### src/rtl/vit_acs_pkg.sv
// Shared trellis definitions for the (2,1,3) convolutional code: state geometry,
// generator polynomials and the branch output / Hamming metric helpers.
package vit_acs_pkg;

    localparam int unsigned N_STATES = 8;
    localparam int unsigned K        = 4;
    localparam int unsigned S_W      = K - 1;
    localparam int unsigned N_BFLY   = N_STATES / 2;
    localparam int unsigned SYM_W    = 2;
    localparam int unsigned BM_W     = 2;

    localparam logic [K-1:0] G1 = 4'b1011;
    localparam logic [K-1:0] G0 = 4'b1111;

    // Encoder output {v1,v0} when input u is shifted into a register holding state.
    function automatic logic [SYM_W-1:0] branch_out(input logic [S_W-1:0] state,
                                                     input logic           u);
        logic [K-1:0] shift_reg;
        shift_reg = {u, state};
        return {^(shift_reg & G1), ^(shift_reg & G0)};
    endfunction

    function automatic logic [BM_W-1:0] branch_metric(input logic [SYM_W-1:0] rx,
                                                       input logic [SYM_W-1:0] code);
        logic [SYM_W-1:0] diff;
        diff = rx ^ code;
        return BM_W'(diff[1]) + BM_W'(diff[0]);
    endfunction

endpackage

### src/rtl/vit_acs_butterfly.sv
// One radix-2 butterfly: predecessors {j,0}/{j,1} feed next states {0,j}/{1,j}.
// Branches into the two next states use complementary metrics, so two BMs suffice.
module vit_acs_butterfly
    import vit_acs_pkg::*;
#(
    parameter int unsigned PM_W = 6
) (
    input  logic [PM_W-1:0] pm0,
    input  logic [PM_W-1:0] pm1,
    input  logic [BM_W-1:0] bm_a,
    input  logic [BM_W-1:0] bm_b,
    output logic [PM_W-1:0] pm_lo_c,
    output logic [PM_W-1:0] pm_hi_c,
    output logic            dec_lo_c,
    output logic            dec_hi_c
);

    localparam int unsigned     SUM_W = PM_W + 1;
    localparam logic [SUM_W-1:0] SAT  = {1'b0, {PM_W{1'b1}}};

    logic [SUM_W-1:0] cand_lo0;
    logic [SUM_W-1:0] cand_lo1;
    logic [SUM_W-1:0] cand_hi0;
    logic [SUM_W-1:0] cand_hi1;
    logic [SUM_W-1:0] sel_lo;
    logic [SUM_W-1:0] sel_hi;

    // bm_a: {j,0}->{0,j} and {j,1}->{1,j}; bm_b: the two crossing branches.
    always_comb begin
        cand_lo0 = SUM_W'(pm0) + SUM_W'(bm_a);
        cand_lo1 = SUM_W'(pm1) + SUM_W'(bm_b);
        cand_hi0 = SUM_W'(pm0) + SUM_W'(bm_b);
        cand_hi1 = SUM_W'(pm1) + SUM_W'(bm_a);

        dec_lo_c = (cand_lo1 < cand_lo0);
        dec_hi_c = (cand_hi1 < cand_hi0);
        sel_lo   = dec_lo_c ? cand_lo1 : cand_lo0;
        sel_hi   = dec_hi_c ? cand_hi1 : cand_hi0;

        pm_lo_c  = (sel_lo > SAT) ? SAT[PM_W-1:0] : sel_lo[PM_W-1:0];
        pm_hi_c  = (sel_hi > SAT) ? SAT[PM_W-1:0] : sel_hi[PM_W-1:0];
    end

endmodule

### src/rtl/vit_acs.sv
// Add-compare-select stage: per valid symbol updates 8 path metrics, emits the
// survivor decisions and the best state/metric one cycle later.
module vit_acs
    import vit_acs_pkg::*;
#(
    parameter int unsigned PM_W    = 6,
    parameter int unsigned INIT_PM = 16
) (
    input  logic                  clock,
    input  logic                  reset,
    input  logic                  start,
    input  logic [SYM_W-1:0]      rx_sym,
    input  logic                  sym_valid,
    output logic [N_STATES-1:0]   dec,
    output logic                  dec_valid,
    output logic [S_W-1:0]        best_state,
    output logic [PM_W-1:0]       best_metric
);

    localparam logic [PM_W-1:0] INIT_VAL = PM_W'(INIT_PM);

    logic [N_STATES-1:0][PM_W-1:0] pm_q;
    logic [N_STATES-1:0][PM_W-1:0] pm_new;
    logic [N_STATES-1:0][PM_W-1:0] pm_upd;
    logic [N_STATES-1:0]           dec_new;
    logic [N_BFLY-1:0][BM_W-1:0]   bm_a;
    logic [N_BFLY-1:0][BM_W-1:0]   bm_b;
    logic                          norm_c;
    logic [S_W-1:0]                min_idx;
    logic [PM_W-1:0]               min_val;

    // Branch metrics of the u=0 transitions out of {j,0} and {j,1}.
    always_comb begin
        bm_a = '0;
        bm_b = '0;
        for (int j = 0; j < int'(N_BFLY); j++) begin
            bm_a[j] = branch_metric(rx_sym, branch_out(S_W'(2 * j), 1'b0));
            bm_b[j] = branch_metric(rx_sym, branch_out(S_W'(2 * j + 1), 1'b0));
        end
    end

    for (genvar j = 0; j < int'(N_BFLY); j++) begin : g_bfly
        vit_acs_butterfly #(
            .PM_W     (PM_W)
        ) u_bfly (
            .pm0      (pm_q[2*j]),
            .pm1      (pm_q[2*j+1]),
            .bm_a     (bm_a[j]),
            .bm_b     (bm_b[j]),
            .pm_lo_c  (pm_new[j]),
            .pm_hi_c  (pm_new[j+N_BFLY]),
            .dec_lo_c (dec_new[j]),
            .dec_hi_c (dec_new[j+N_BFLY])
        );
    end

    // Drop the common MSB once every survivor has it; differences are unchanged.
    always_comb begin
        norm_c = 1'b1;
        for (int i = 0; i < int'(N_STATES); i++) begin
            norm_c = norm_c & pm_new[i][PM_W-1];
        end
        pm_upd = pm_new;
        if (norm_c) begin
            for (int i = 0; i < int'(N_STATES); i++) begin
                pm_upd[i][PM_W-1] = 1'b0;
            end
        end
    end

    // Strict compare keeps the lowest index on ties.
    always_comb begin
        min_idx = '0;
        min_val = pm_upd[0];
        for (int i = 1; i < int'(N_STATES); i++) begin
            if (pm_upd[i] < min_val) begin
                min_val = pm_upd[i];
                min_idx = S_W'(i);
            end
        end
    end

    always_ff @(posedge clock or posedge reset) begin
        if (reset) begin
            pm_q[0] <= '0;
            for (int i = 1; i < int'(N_STATES); i++) begin
                pm_q[i] <= INIT_VAL;
            end
            dec         <= '0;
            dec_valid   <= 1'b0;
            best_state  <= '0;
            best_metric <= '0;
        end else if (start) begin
            pm_q[0] <= '0;
            for (int i = 1; i < int'(N_STATES); i++) begin
                pm_q[i] <= INIT_VAL;
            end
            dec         <= '0;
            dec_valid   <= 1'b0;
            best_state  <= '0;
            best_metric <= '0;
        end else if (sym_valid) begin
            pm_q        <= pm_upd;
            dec         <= dec_new;
            dec_valid   <= 1'b1;
            best_state  <= min_idx;
            best_metric <= min_val;
        end else begin
            dec_valid   <= 1'b0;
        end
    end

endmodule

### config.mk
export PLATFORM = sky130hd
export DESIGN_NAME = vit_acs
export DESIGN_NICKNAME = d
export VERILOG_FILES = /design/src/rtl/vit_acs_pkg.sv /design/src/rtl/vit_acs_butterfly.sv /design/src/rtl/vit_acs.sv
export SDC_FILE = /design/constraint.sdc
export NUM_CORES = 1
export LEC_CHECK = 0
export BUFFER_PORTS_ARGS = -buffer_cell sky130_fd_sc_hd__buf_2
export CORE_MARGIN = 3
export CORE_UTILIZATION = 34
export CTS_CLUSTER_DIAMETER = 60
export DETAILED_ROUTE_END_ITERATION = 7
export PLACE_DENSITY = 0.48
export SLEW_MARGIN = 20
export SYNTH_ARGS = -nofsm -noshare
export SYNTH_HDL_FRONTEND = slang
export SYNTH_HIERARCHICAL = 1
export SYNTH_SLANG_ARGS = --single-unit
export TNS_END_PERCENT = 10
### constraint.sdc
create_clock -name clock -period 18.1 [get_ports clock]
set_input_delay 0.905 -clock clock [delete_from_list [all_inputs] [get_ports clock]]
set_output_delay 0.905 -clock clock [all_outputs]
set_load 0.01 [all_outputs]
==> results_dict.tcl, run 1 <==
set metrics [dict create \
    status "complete, no violations" \
    placement_rows 57 \
    initial_utilization 0.3471 \
    die_width_um 164.0 \
    route.final.wire_length_mm 24.59 \
    post_cts.repair.setup_buffers 0 \
    synth_sequential_area_ratio 0.1955 \
    final_cell_area_um2 9223 \
    timing.clock.skew_ns 0.008987 \
    final_min_period_over_clock_period 0.9174 \
    placement.cell_area_um2 8892 \
    finalWeightedCongestion 0.8815 \
    cp.arrival_ns 16.86 \
    cts_max_path_buffers 2 \
    tritoncts "yes" \
    slowest_stage "sky130_fd_sc_hd__ha_1" \
    design.core.area_um2 24460 \
    first_pass_iters 5 \
    timing.setup.tns_ns 0 \
    gr-total-overflow 0 \
    cp_max_fo 12 \
    syn_area_per_cell_um2 8.424 \
    tightest_slew_ns 0.9477 \
    first_global_vias 7196 \
    drc 0 \
    fin_worst_hold_slack_ns 0.5156 \
    ws_path_type "in2reg" \
    critPathCaptureType "flip-flop" \
    area_growth_syn_to_layout_pct 8.605 \
    rsz0062_at_grt "no" \
    die_h_um 164.0 \
    synth-async-reset-ratio 1.000 \
    global_route_wire_length_before_repair_mm 39.74 \
    vias 7144 \
    postSynthNetCount 1141 \
    cts_max_level 3 \
    ant_nets 0 \
    synthesis.area_um2 8492 \
    flip_flop_and_latch_count_after_synthesis 66 \
    placement.io_buffers 23 \
    post-route-min-period_ns 16.61 \
    clk_pin_slew_worst_setup_hold_paths_ns 0.06 \
    gate_count_after_technology_mapping 1008 \
    dp_hpwl_mm 19.09 \
    synth-warning-count 6 \
    synth_flop_cell "sky130_fd_sc_hd__dfrtp_1" \
    grt_antenna_before_repair 0 \
    routedWlPerCell_um 18.34 \
    ys_types 72 \
    diodes 0 \
    critical-path-top-cell-by-count "sky130_fd_sc_hd__ha_1" \
    finalSetupViolations 0 \
    cp-start-kind "primary input" \
    detailedRoute.firstIterationViolations 395 \
    sequential_cell_area_um2 1660 \
    cts.root.buffer_cell "sky130_fd_sc_hd__clkbuf_16" \
    grt_start_max_net_pins 67 \
    max_cap_viol_count 0 \
    cp.required_ns 18.36 \
    vias_per_cell 5.327 \
    cts-buffers-inserted 9 \
    final-hold-violation-count 0 \
    reg2regPathDepth 65 \
    die-area_um2 26910 \
    synth_enable_flop_cells 0 \
    worst_skew_pair.late_latency_ns 0.35 \
    max-slew-margin-rel 0.3682 \
    io_pins 24 \
    grt_util_all_layers 0.1895 \
    critical_path.max_stage_delay_ns 0.59 \
    hold_path_class "reg2reg" \
    hold_path_depth 2 \
    slew_viol_final 0 \
    max_freq_mhz 60.22 \
    cts_sinks 66 \
    final.fill_count 2524 \
    multi_input_comb_area_um2 6516 \
    drive_above_1_share 0.08555 \
    final_net_count 1145 \
]
[cells by family after synthesis]
logic type | count (synthesis) | share of synthesized area
AO/OA/AOI/OAI | 178 | 0.1546
XOR/XNOR | 67 | 0.06910
adder cells (fa/ha/maj) | 128 | 0.2026
buffers and inverters | 77 | 0.03846
flip-flops | 66 | 0.1955
multiplexers | 105 | 0.1245
AND/OR/NAND/NOR | 387 | 0.2153
[flip-flops by register name, summed over array words and instances (netlist names)]
| signal | count |
|---|---|
| best_metric | 6 |
| best_state | 3 |
| dec | 8 |
| dec_valid | 1 |
| pm_q | 48 |
[synthesized netlist by cell type (6+ instances only)]
| cell | instances | share of area |
|---|---|---|
| sky130_fd_sc_hd__a211o_1 | 9 | 0.0093 |
| sky130_fd_sc_hd__a211oi_1 | 6 | 0.0053 |
| sky130_fd_sc_hd__a21o_1 | 25 | 0.022 |
| sky130_fd_sc_hd__a21oi_1 | 61 | 0.036 |
| sky130_fd_sc_hd__and2_1 | 19 | 0.014 |
| sky130_fd_sc_hd__and3_1 | 20 | 0.015 |
| sky130_fd_sc_hd__buf_1 | 7 | 0.0031 |
| sky130_fd_sc_hd__buf_2 | 18 | 0.011 |
| sky130_fd_sc_hd__clkbuf_1 | 10 | 0.0044 |
| sky130_fd_sc_hd__dfrtp_1 | 59 | 0.17 |
| sky130_fd_sc_hd__dfstp_2 | 7 | 0.022 |
| sky130_fd_sc_hd__fa_1 | 16 | 0.038 |
| sky130_fd_sc_hd__ha_1 | 111 | 0.16 |
| sky130_fd_sc_hd__inv_1 | 36 | 0.016 |
| sky130_fd_sc_hd__mux2i_1 | 103 | 0.12 |
| sky130_fd_sc_hd__nand2_1 | 71 | 0.031 |
| sky130_fd_sc_hd__nand2b_1 | 12 | 0.0088 |
| sky130_fd_sc_hd__nand3_1 | 42 | 0.025 |
| sky130_fd_sc_hd__nor2_1 | 155 | 0.069 |
| sky130_fd_sc_hd__nor2b_1 | 26 | 0.019 |
| sky130_fd_sc_hd__nor3_1 | 8 | 0.0047 |
| sky130_fd_sc_hd__o21ai_0 | 20 | 0.012 |
| sky130_fd_sc_hd__o22ai_1 | 6 | 0.0044 |
| sky130_fd_sc_hd__o22ai_4 | 7 | 0.017 |
| sky130_fd_sc_hd__xnor2_1 | 48 | 0.050 |
| sky130_fd_sc_hd__xor2_1 | 19 | 0.020 |
[per-stage QoR]
stage          std cells  utilization  worst slack [ns]
3_5_place_dp        1325       0.3635             1.053
3_3_place_gp        1325       0.3635             1.426
6_report            1341       0.3770             1.495
4_1_cts             1341       0.3766             1.410
2_1_floorplan       1008            -             3.620
5_1_grt             1341       0.3770           0.07098
[final cells by class]
class                           count  share of cell area
Multi-Input combinational cell    865              0.7066
Timing Repair Buffer               30             0.01845
Tap cell                          324             0.04396
Clock buffer                        9             0.02442
Inverter                           40             0.01642
Sequential cell                    66              0.1800
Clock inverter                      7             0.01018
[cell usage in the layout (no fill, tap or decap), types with 22 or more instances in the layout]
cell	instances
sky130_fd_sc_hd__nor2_1	155
sky130_fd_sc_hd__nand2_1	71
sky130_fd_sc_hd__dfrtp_1	59
sky130_fd_sc_hd__mux2i_1	103
sky130_fd_sc_hd__a21oi_1	61
sky130_fd_sc_hd__a21o_1	25
sky130_fd_sc_hd__nor2b_1	26
sky130_fd_sc_hd__ha_1	111
sky130_fd_sc_hd__xnor2_1	48
sky130_fd_sc_hd__nand3_1	42
sky130_fd_sc_hd__inv_1	35
sky130_fd_sc_hd__buf_2	22
[critical path, delay by kind of cell]
kind                     cells  cell delay, ns
AO/OA/AOI/OAI               29            7.08
adder cells (fa/ha/maj)     12            3.79
AND/OR/NAND/NOR             17            3.04
multiplexers                 3            0.97
buffers and inverters        7            0.80
XOR/XNOR                     1            0.20
[routing by layer]
metal | wire (um) | vias up | part of all wire | track usage
li1 | - | 3576 | - | -
met1 | 12940 | 3438 | 0.53 | 0.2850
met2 | 10740 | 111 | 0.44 | 0.2909
met3 | 618 | 19 | 0.025 | 0.01665
met4 | 289 | 0 | 0.012 | 0.04844
met5 | 0 | - | 0 | 0
[final timing paths]
path | slack [ns] | start | endpoint
setup / recovery | 1.49 | rx_sym[0] | best_state[2]
hold / removal | 0.52 | dec[3] | dec[3]
setup reg to reg | 2.64 | pm_q[0] | best_state[2]
hold reg to reg | 0.52 | dec[3] | dec[3]
max in group asynchronous | 16.65 | reset | best_metric[4]
min in group asynchronous | 0.82 | reset | pm_q[1]
[repair_timing]
item	4_1_cts	5_1_grt
hold buffers	0	0
endpoints found under the setup margin	0	5
gates resized for setup	0	1
Power of run 1 is left out: the tool's default activity adds up to more than one toggle a clock period on the data nets, which glitch-free logic cannot reach.
==> run 2: changes to the inputs <==
--- a/config.mk
+++ b/config.mk
@@ -6,14 +6,15 @@
 export NUM_CORES = 1
 export LEC_CHECK = 0
 export BUFFER_PORTS_ARGS = -buffer_cell sky130_fd_sc_hd__buf_2
+export CELL_PAD_IN_SITES_DETAIL_PLACEMENT = 0
+export CELL_PAD_IN_SITES_GLOBAL_PLACEMENT = 1
 export CORE_MARGIN = 3
 export CORE_UTILIZATION = 34
 export CTS_CLUSTER_DIAMETER = 60
 export DETAILED_ROUTE_END_ITERATION = 7
-export PLACE_DENSITY = 0.48
+export PLACE_DENSITY = 0.6
 export SLEW_MARGIN = 20
 export SYNTH_ARGS = -nofsm -noshare
 export SYNTH_HDL_FRONTEND = slang
-export SYNTH_HIERARCHICAL = 1
 export SYNTH_SLANG_ARGS = --single-unit
 export TNS_END_PERCENT = 10
==> results_dict.tcl, run 2 <==
set metrics [dict create \
    status "complete, no violations" \
    hold_path_class "reg2reg" \
    placement_rows 58 \
    drive_above_1_share 0.09991 \
    tritoncts "yes" \
    synthTopCellsByCount "sky130_fd_sc_hd__nor2_1 (153), sky130_fd_sc_hd__ha_1 (101), sky130_fd_sc_hd__nand2_1 (78), sky130_fd_sc_hd__dfrtp_1 (59), sky130_fd_sc_hd__a21oi_1 (56)" \
    post-synth-top-count-cell "sky130_fd_sc_hd__nor2_1" \
    initial_utilization 0.3461 \
    post_layout_nonfiller_instances 1441 \
    reg2regPathDepth 67 \
    grt_start_max_net_pins 67 \
    tightest_slew_ns 0.9464 \
    cts.hold.buffers_added 0 \
    synthesis.area_um2 8741 \
    worst_setup_path_startpoint "rx_sym[0]" \
    r2r_end "best_state[0]" \
    io_pins 24 \
    global_route_wire_length_before_repair_mm 44.26 \
    max_cap_viol_count 0 \
    most_common_cell_after_layout_fill_and_taps_aside "sky130_fd_sc_hd__nor2_1" \
    max_freq_mhz 59.77 \
    final_net_count 1221 \
    area_growth_syn_to_layout_pct 8.474 \
    cts_max_level 3 \
    first_global_vias 7612 \
    top_regs "pm_q x48, dec x8, best_metric x6" \
    yosys-top-cells-area "sky130_fd_sc_hd__dfrtp_1 (17%), sky130_fd_sc_hd__ha_1 (14%), sky130_fd_sc_hd__nor2_1 (6.6%), sky130_fd_sc_hd__mux2i_1 (4.2%), sky130_fd_sc_hd__xor2_1 (4.0%)" \
    dp_hpwl_mm 21.63 \
    vias_per_cell 5.450 \
    gate_count_after_technology_mapping 1109 \
    ys_types 96 \
    placement.io_buffers 23 \
    die-area_um2 27670 \
    cts_sinks 66 \
    timing.critical_path.buf_inv 6 \
    yosys.area.top_type_share 0.1689 \
    synth-warning-count 0 \
    cp_max_fo 13 \
    cp.arrival_ns 16.98 \
    finalWeightedCongestion 0.8722 \
    yosys_top_cell_by_area "sky130_fd_sc_hd__dfrtp_1" \
    critPathCaptureType "flip-flop" \
    rsz0062_at_grt "no" \
    hold_start "dec[4]" \
    drc 0 \
    first_pass_iters 5 \
    hold_path_depth 2 \
    flip_flop_and_latch_count_after_synthesis 66 \
    synth_enable_flop_cells 0 \
    detailedRoute.firstIterationViolations 496 \
    design.core.area_um2 25250 \
    mostFrequentLayoutCells "sky130_fd_sc_hd__nor2_1 (153), sky130_fd_sc_hd__ha_1 (101), sky130_fd_sc_hd__nand2_1 (78)" \
    timing.clock.skew_ns 0.008766 \
    finalSetupViolations 0 \
    post-route-min-period_ns 16.73 \
    cts_max_path_buffers 2 \
    gr-total-overflow 0 \
    grt_util_all_layers 0.1993 \
    clk_pin_slew_worst_setup_hold_paths_ns 0.07 \
    grt_antenna_before_repair 0 \
    cp.required_ns 18.35 \
    vias 7853 \
    slew_viol_final 0 \
    cts.root.buffer_cell "sky130_fd_sc_hd__clkbuf_16" \
    multi_input_comb_area_um2 6694 \
    worst_skew_pair.late_latency_ns 0.35 \
    critical-path-top-cell-by-count "sky130_fd_sc_hd__ha_1" \
    largest_register_ff_count 48 \
    max-slew-margin-rel 0.3691 \
    routedWlPerCell_um 19.30 \
    route.final.wire_length_mm 27.81 \
    crit_family "compound AO/OA/AOI/OAI gates" \
    regToRegSetupSlack_ns 2.22 \
    critical_path.max_stage_delay_ns 0.48 \
    cp-start-kind "primary input" \
    postSynthNetCount 1224 \
    r2r_start "pm_q[6]" \
    final.fill_count 2708 \
    diodes 0 \
    slowest_stage "sky130_fd_sc_hd__fa_1" \
    ant_nets 0 \
    synth_sequential_area_ratio 0.1900 \
    die_width_um 166.3 \
    synth_flop_cell "sky130_fd_sc_hd__dfrtp_1" \
    timing.setup.tns_ns 0 \
    ws_path_type "in2reg" \
    largest_register "pm_q" \
    synth-async-reset-ratio 1.000 \
    sequential_cell_area_um2 1660 \
    numPlacedInstances 1423 \
    final-hold-violation-count 0 \
    final_min_period_over_clock_period 0.9243 \
    die_h_um 166.3 \
    cts-buffers-inserted 9 \
    syn_area_per_cell_um2 7.882 \
    whs_endpoint "dec[4]" \
]
[run 2: per-layer routing]
| layer | vias up | global-route usage | routed length (um) |
|---|---|---|---|
| li1 | 3981 | - | - |
| met1 | 3686 | 0.2882 | 14140 |
| met2 | 152 | 0.3131 | 12190 |
| met3 | 34 | 0.02618 | 787 |
| met4 | 0 | 0.05488 | 691 |
| met5 | - | 0 | 0 |
[run 2: worst reg2reg max path: cells and delay by family, from the launching register on]
kind / cells / cell delay (ns)
adder cells (fa/ha/maj): 10 / 2.91
flip-flops: 1 / 0.40
buffers and inverters: 3 / 0.28
AO/OA/AOI/OAI: 29 / 6.58
multiplexers: 3 / 0.97
AND/OR/NAND/NOR: 22 / 4.65
[run 2: worst max-delay path by stage]
stage / cells after the start / endpoint / slack, ns
2_1_floorplan: 75 / best_state[0] / 2.99
4_1_cts: 71 / best_state[0] / 0.65
6_report: 73 / best_state[0] / 1.37
3_3_place_gp: 71 / best_state[0] / 0.76
3_5_place_dp: 71 / best_state[0] / 0.40
5_1_grt: 74 / best_state[0] / 0.02
[run 2: area by class of cell]
| cell class | count | share of cell area |
|---|---|---|
| clock buffer | 9 | 0.02375 |
| clock inverter | 7 | 0.01082 |
| inverter | 48 | 0.01913 |
| multi-input combinational | 946 | 0.7060 |
| sequential | 66 | 0.1751 |
| tap | 330 | 0.04355 |
| timing repair buffer | 35 | 0.02164 |
[run 2: repair_timing]
item / 4_1_cts / 5_1_grt
setup endpoints to repair: 0 / 9
gates resized for setup: 0 / 6
setup buffers: 0 / 2
[run 2: metrics by stage]
| step | hold WS [ns] | cell area [um^2] | util | worst slack, ns |
|---|---|---|---|---|
| floorplan | 0.4909 | 8741 | - | 2.987 |
| global placement | 0.4924 | 9125 | 0.3613 | 0.7559 |
| detailed placement | 0.5046 | 9125 | 0.3613 | 0.4031 |
| CTS | 0.5183 | 9453 | 0.3743 | 0.6505 |
| global route | 0.5334 | 9482 | 0.3754 | 0.01749 |
| finish | 0.5124 | 9482 | 0.3754 | 1.369 |
[run 2: logic make-up (layout without fill, tap and decap cells)]
logic type | Yosys count | in the layout | synth area share
simple gates | 424 | 424 | 0.2356
compound gates | 289 | 289 | 0.2306
fa+ha+maj | 114 | 114 | 0.1689
buf+inv | 97 | 99 | 0.04581
xor+xnor | 69 | 69 | 0.06914
flops | 66 | 66 | 0.1900
mux | 50 | 50 | 0.05998
Power of run 2 is left out for the same reason.
